--- config.mk ---
export PLATFORM = sky130hd
export DESIGN_NAME = mux_sel_reg_flat
export DESIGN_NICKNAME = d
export VERILOG_FILES = /design/src/rtl/mux_pkg.sv /design/src/rtl/mux_sel_reg_if.sv /design/src/rtl/mux_sel_reg_skid.sv /design/src/rtl/mux_sel_reg.sv /design/src/flat_wrapper.sv
export SDC_FILE = /design/constraint.sdc
export NUM_CORES = 1
export LEC_CHECK = 0
export BUFFER_PORTS_ARGS = -buffer_cell sky130_fd_sc_hd__buf_2
export CAP_MARGIN = 20
export CORE_MARGIN = 4
export CORE_UTILIZATION = 43
export CTS_BUF_LIST = sky130_fd_sc_hd__clkbuf_8
export DETAILED_ROUTE_END_ITERATION = 7
export MAX_ROUTING_LAYER = met4
export PLACE_DENSITY = 0.7
export SKIP_CTS_REPAIR_TIMING = 1
export SLEW_MARGIN = 15
export SYNTH_ARGS = -nofsm -noshare
export SYNTH_HDL_FRONTEND = slang
export SYNTH_HIERARCHICAL = 1
export SYNTH_SLANG_ARGS = --single-unit
export TNS_END_PERCENT = 1
--- constraint.sdc ---
create_clock -name clk -period 1.6 [get_ports clk]
set_input_delay 0.08 -clock clk [delete_from_list [all_inputs] [get_ports clk]]
set_output_delay 0.08 -clock clk [all_outputs]
set_load 0.01 [all_outputs]
--- src/rtl/mux_pkg.sv ---
// Shared defaults and helper functions for the select/register/skid datapath.
package mux_pkg;

    localparam int DATA_W     = 16;
    localparam int DEF_NUM_IN = 3;
    localparam int DEF_ERR_W  = 8;

    // Select width for n inputs; never narrower than one bit.
    function automatic int clog2(input int n);
        int r;
        int v;
        r = 0;
        v = n - 1;
        while (v > 0) begin
            r++;
            v = v >> 1;
        end
        return (r < 1) ? 1 : r;
    endfunction

    function automatic logic [31:0] sat_inc(input logic [31:0] value,
                                            input logic [31:0] max_value);
        return (value >= max_value) ? value : value + 32'd1;
    endfunction

endpackage

--- src/rtl/mux_sel_reg_if.sv ---
// Handshake bundle between the producer/consumer and mux_sel_reg.
interface mux_sel_reg_if import mux_pkg::*; #(
    parameter int WIDTH  = DATA_W,
    parameter int NUM_IN = DEF_NUM_IN,
    parameter int SEL_W  = clog2(NUM_IN),
    parameter int ERR_W  = DEF_ERR_W
);

    logic [NUM_IN*WIDTH-1:0] in_data;
    logic [SEL_W-1:0]        sel;
    logic                    in_valid;
    logic                    in_ready;
    logic [WIDTH-1:0]        out_data;
    logic                    out_valid;
    logic                    out_ready;
    logic                    sel_err;
    logic [ERR_W-1:0]        err_count;

    modport master (
        output in_data, sel, in_valid, out_ready,
        input  in_ready, out_data, out_valid, sel_err, err_count
    );

    modport slave (
        input  in_data, sel, in_valid, out_ready,
        output in_ready, out_data, out_valid, sel_err, err_count
    );

endinterface

--- src/rtl/mux_sel_reg_skid.sv ---
// Output register plus one skid entry; in_ready is registered as "skid empty".
module skid_reg #(
    parameter int WIDTH = 16
) (
    input  logic             clk,
    input  logic             rst,
    input  logic [WIDTH-1:0] in_data,
    input  logic             in_valid,
    output logic             in_ready,
    output logic [WIDTH-1:0] out_data,
    output logic             out_valid,
    input  logic             out_ready
);

    logic             ready_q;
    logic             skid_valid;
    logic             skid_next;
    logic [WIDTH-1:0] skid_data;
    logic             accept;
    logic             pop;
    logic             out_free;

    assign accept   = in_valid && ready_q;
    assign pop      = out_valid && out_ready;
    assign out_free = !out_valid || pop;
    // The registered ready comes up as soon as reset drops, so mask it while rst is high.
    assign in_ready = ready_q && !rst;

    always_comb begin
        skid_next = 1'b0;
        if (skid_valid) begin
            skid_next = !out_free;
        end else begin
            skid_next = accept && !out_free;
        end
    end

    always_ff @(posedge clk) begin
        if (rst) begin
            out_valid  <= 1'b0;
            out_data   <= '0;
            skid_valid <= 1'b0;
            skid_data  <= '0;
            ready_q    <= 1'b1;
        end else begin
            ready_q    <= !skid_next;
            skid_valid <= skid_next;
            if (skid_valid) begin
                if (out_free) begin
                    out_data  <= skid_data;
                    out_valid <= 1'b1;
                end
            end else if (accept) begin
                if (out_free) begin
                    out_data  <= in_data;
                    out_valid <= 1'b1;
                end else begin
                    skid_data <= in_data;
                end
            end else if (pop) begin
                out_valid <= 1'b0;
            end
        end
    end

endmodule

--- src/rtl/mux_sel_reg.sv ---
// N:1 operand select with hold-last-value on bad selects, error flag/counter,
// and a skid-buffered valid/ready output.
module mux_sel_reg import mux_pkg::*; #(
    parameter int WIDTH  = DATA_W,
    parameter int NUM_IN = DEF_NUM_IN,
    parameter int SEL_W  = clog2(NUM_IN),
    parameter int ERR_W  = DEF_ERR_W
) (
    input  logic          clk,
    input  logic          rst,
    mux_sel_reg_if.slave  bus
);

    localparam logic [31:0] ERR_MAX = 32'((64'd1 << ERR_W) - 64'd1);

    logic [31:0]      sel_ext;
    logic             sel_ok;
    logic             accept;
    logic             ready;
    logic [WIDTH-1:0] chosen;
    logic [WIDTH-1:0] last_word;
    logic             sel_err_q;
    logic [ERR_W-1:0] err_q;

    assign sel_ext = 32'(bus.sel);
    assign sel_ok  = sel_ext < 32'(NUM_IN);
    assign accept  = bus.in_valid && ready;

    // Out-of-range selects fall through to last_word instead of indexing past in_data.
    always_comb begin
        chosen = last_word;
        for (int i = 0; i < NUM_IN; i++) begin
            if (sel_ext == 32'(i)) begin
                chosen = bus.in_data[i*WIDTH +: WIDTH];
            end
        end
    end

    always_ff @(posedge clk) begin
        if (rst) begin
            last_word <= '0;
            sel_err_q <= 1'b0;
            err_q     <= '0;
        end else begin
            sel_err_q <= accept && !sel_ok;
            if (accept && sel_ok) begin
                last_word <= chosen;
            end
            if (accept && !sel_ok) begin
                err_q <= ERR_W'(sat_inc(32'(err_q), ERR_MAX));
            end
        end
    end

    skid_reg #(
        .WIDTH(WIDTH)
    ) u_skid (
        .clk       (clk),
        .rst       (rst),
        .in_data   (chosen),
        .in_valid  (bus.in_valid),
        .in_ready  (ready),
        .out_data  (bus.out_data),
        .out_valid (bus.out_valid),
        .out_ready (bus.out_ready)
    );

    assign bus.in_ready  = ready;
    assign bus.sel_err   = sel_err_q;
    assign bus.err_count = err_q;

endmodule

--- src/flat_wrapper.sv ---
// flat-port wrapper written by rule: the top's interface ports become plain ports
module mux_sel_reg_flat import mux_pkg::*;
#(
    parameter int WIDTH  = DATA_W,
    parameter int NUM_IN = DEF_NUM_IN,
    parameter int SEL_W  = clog2(NUM_IN),
    parameter int ERR_W  = DEF_ERR_W
)
  (clk, rst, bus_in_data, bus_sel, bus_in_valid, bus_out_ready, bus_in_ready, bus_out_data, bus_out_valid, bus_sel_err, bus_err_count);
  mux_sel_reg_if #(.WIDTH(WIDTH), .NUM_IN(NUM_IN), .SEL_W(SEL_W), .ERR_W(ERR_W)) bus_i ();
  input  logic clk;
  input  logic rst;
  input wire logic [$bits(bus_i.in_data)-1:0] bus_in_data;
  input wire logic [$bits(bus_i.sel)-1:0] bus_sel;
  input wire logic [$bits(bus_i.in_valid)-1:0] bus_in_valid;
  input wire logic [$bits(bus_i.out_ready)-1:0] bus_out_ready;
  output wire logic [$bits(bus_i.in_ready)-1:0] bus_in_ready;
  output wire logic [$bits(bus_i.out_data)-1:0] bus_out_data;
  output wire logic [$bits(bus_i.out_valid)-1:0] bus_out_valid;
  output wire logic [$bits(bus_i.sel_err)-1:0] bus_sel_err;
  output wire logic [$bits(bus_i.err_count)-1:0] bus_err_count;
  assign bus_i.in_data = bus_in_data;
  assign bus_i.sel = bus_sel;
  assign bus_i.in_valid = bus_in_valid;
  assign bus_i.out_ready = bus_out_ready;
  assign bus_in_ready = bus_i.in_ready;
  assign bus_out_data = bus_i.out_data;
  assign bus_out_valid = bus_i.out_valid;
  assign bus_sel_err = bus_i.sel_err;
  assign bus_err_count = bus_i.err_count;
  mux_sel_reg #(.WIDTH(WIDTH), .NUM_IN(NUM_IN), .SEL_W(SEL_W), .ERR_W(ERR_W)) u_core (.clk(clk), .rst(rst), .bus(bus_i));
endmodule
==> flow_metrics.tcl <==
set metrics [dict create \
    grt_pass1_vias 2338 \
    finalCriticalPeriod_ns 1.48 \
    leakage_nw 1.48 \
    syn_area_um2 3050 \
    cts.sink_count 60 \
    finalCritPeriodShare_pct 92.4 \
    worstPathMaxFanout 6 \
    start_kind "flip-flop" \
    gp_congestion 0.839 \
    drcViolationCount 0 \
    cts_tree "done" \
    synthCells 289 \
    fin_ws_ns 0.121 \
    dieArea_um2 8510 \
    initial_core_util_pct 44.7 \
    total_power_mw 3.53 \
    cp_data_arrival_time_ns 1.70 \
    p_int_mw 2.62 \
    synthesis.yosys.warnings 6 \
    hpwl_um 5150 \
    insertion_delay_ns 0.34 \
    grt_max_degree 77 \
    ir_drop_mv 0.529 \
    drt_iter0_markers 124 \
    ys_types 40 \
    yosys_most_used_dff "dfxtp_1" \
    seq_area_frac_synth_pct 39.3 \
    skew_ns 0.00531 \
    die_y_um 92.3 \
    area_growth_pct 23.0 \
    cts_htree_levels 3 \
    ant_nets 0 \
    syn_nets 344 \
    critical_path_required_ns 1.83 \
    endpoint_kind "flip-flop" \
    syn_area_per_cell_um2 10.6 \
    antenna_found_initial 0 \
    cts.reportedPaths.clkPinSlew_ns 0.07 \
    worst_pin_slew_ns 0.440 \
    maxSlewHeadroom_pct 70.6 \
    grt_use_total_pct 17.5 \
    synth_seq_cells 60 \
    p_seq_share_pct 45.4 \
    hold_class "input pin to flip-flop" \
    rows 30 \
    vias 2394 \
    grt_overflow 0 \
    layout.nets 425 \
    hold_violations 0 \
    grt_first_pass_wirelength_um 11300 \
    cts_root_buf "clkbuf_8" \
    clkPwrFrac_pct 39.0 \
    fmax_mhz 676 \
    numCtsBuffers 9 \
    drive_above_1_share_pct 38.7 \
    wl_per_cell_um 15.0 \
    clock_path_buffers 2 \
    power_switching_share_pct 25.6 \
    ys_async_sr_fraction_pct 0 \
    synth_edf_count 0 \
    p_comb_share_pct 15.5 \
    antenna_cells 0 \
    cap_violations 0 \
    io_pins 81 \
    final.setup.tns_ns 0 \
    power_density_nw_per_um2 939 \
    rsz0062_at_grt "false" \
    status "complete, no violations" \
    final_max_slew_viol_count 0 \
    setup_viol 0 \
    critical_path_class "flip-flop to flip-flop" \
    wl_um 7080 \
    portBuffers 80 \
    core_um2 6830 \
    drt_first_pass_iters 4 \
    p_sw_mw 0.903 \
    place_ws_ns 0.0750 \
    viasPerCell 5.08 \
    fp.dieW_um 92.3 \
]
layer usage:
layer	up-vias	GRT usage (%)	routed length [um]	part of all wire [%]
met5	-	-	0	0
met4	0	7.05	72	1.0
met3	7	3.94	370	5.2
met2	61	26.9	3350	47
met1	1133	22.4	3280	46
li1	1193	-	-	-
cells by family after synthesis:
kind of cell / share of synthesized area, %
AND/OR/NAND/NOR: 16.8
flip-flops: 39.3
AO/OA/AOI/OAI: 13.6
multiplexers: 23.0
buffers and inverters: 5.20
XOR/XNOR: 1.72
adder cells (fa/ha/maj): 0.410
path summary, 6_finish.rpt:
kind | start | to | slack (ns) | cells after the start
worst max-delay path | u_core/u_skid/ready_q | u_core/bus.err_count[7] | 0.12 | 5
worst min-delay path | bus_out_ready | u_core/u_skid/out_valid | 0.24 | 3
worst max register to register | u_core/u_skid/ready_q | u_core/bus.err_count[7] | 0.12 | 5
worst min register to register | u_core/last_word[13] | u_core/last_word[13] | 0.46 | 2
layout make-up:
class | count | area, um2
clock buffer | 11 | 151
clock inverter | 5 | 51.3
fill | 645 | 3080
inverter | 1 | 3.75
multi-input combinational | 206 | 1700
sequential | 60 | 1200
tap | 96 | 120
timing repair buffer | 92 | 528
power groups by stage:
stage                     Combinational (mW)  Clock, mW  Sequential (mW)
after floorplan                        0.359          0             1.65
after global placement                 0.542          0             1.63
after detailed placement               0.551          0             1.63
after CTS                              0.553       1.41             1.60
after global routing                   0.600       1.48             1.61
final                                  0.548       1.38             1.60
synth_stat cells (all sizes together), types with 4 or more instances:
cell,instances,area share [%]
dfxtp,60,39
nand2,37,4.5
a21oi,35,6.1
mux2i,33,11
nand2b,33,7.0
a211oi,16,5.6
mux4,16,12
buf,14,4.1
clkbuf,8,0.98
nor2,8,0.98
xor2,5,1.4
nor3,4,1.2
registers in the layout, summed over array words and instances, names as in the netlist:
name                      cells
u_core/bus.err_count          8
u_core/bus.sel_err            1
u_core/last_word             16
u_core/u_skid/out_data       16
u_core/u_skid/out_valid       1
u_core/u_skid/ready_q         1
u_core/u_skid/skid_data      16
u_core/u_skid/skid_valid      1
worst max-delay path: stages (launching register included):
cell and delay (ns):
dfxtp_1 0.33, nor2b_2 0.16, and4_4 0.28, o211ai_4 0.10, nor3_2 0.17, mux2_1 0.33
per-stage QoR:
| stage | cell area [um2] | cells | hold slack [ns] | utilization, % |
|---|---|---|---|---|
| after floorplan | 3060 | 289 | 0.264 | - |
| after global placement | 3550 | 455 | 0.439 | 51.9 |
| after detailed placement | 3550 | 455 | 0.449 | 51.9 |
| after CTS | 3750 | 471 | 0.219 | 54.9 |
| after global routing | 3760 | 471 | 0.250 | 55.0 |
| final | 3760 | 471 | 0.235 | 55.0 |
cells in the final DEF (no fill, tap or decap), drive strengths merged, types with 4 or more instances in the layout:
master	Yosys	final
a21oi	35	35
nor3	4	4
clkbuf	8	11
dfxtp	60	60
nor2	8	8
nand2b	33	33
xor2	5	5
nand2	37	37
a211oi	16	16
mux2i	33	33
mux4	16	16
buf	14	92
Note: power is estimated with default switching activity, not from simulation.
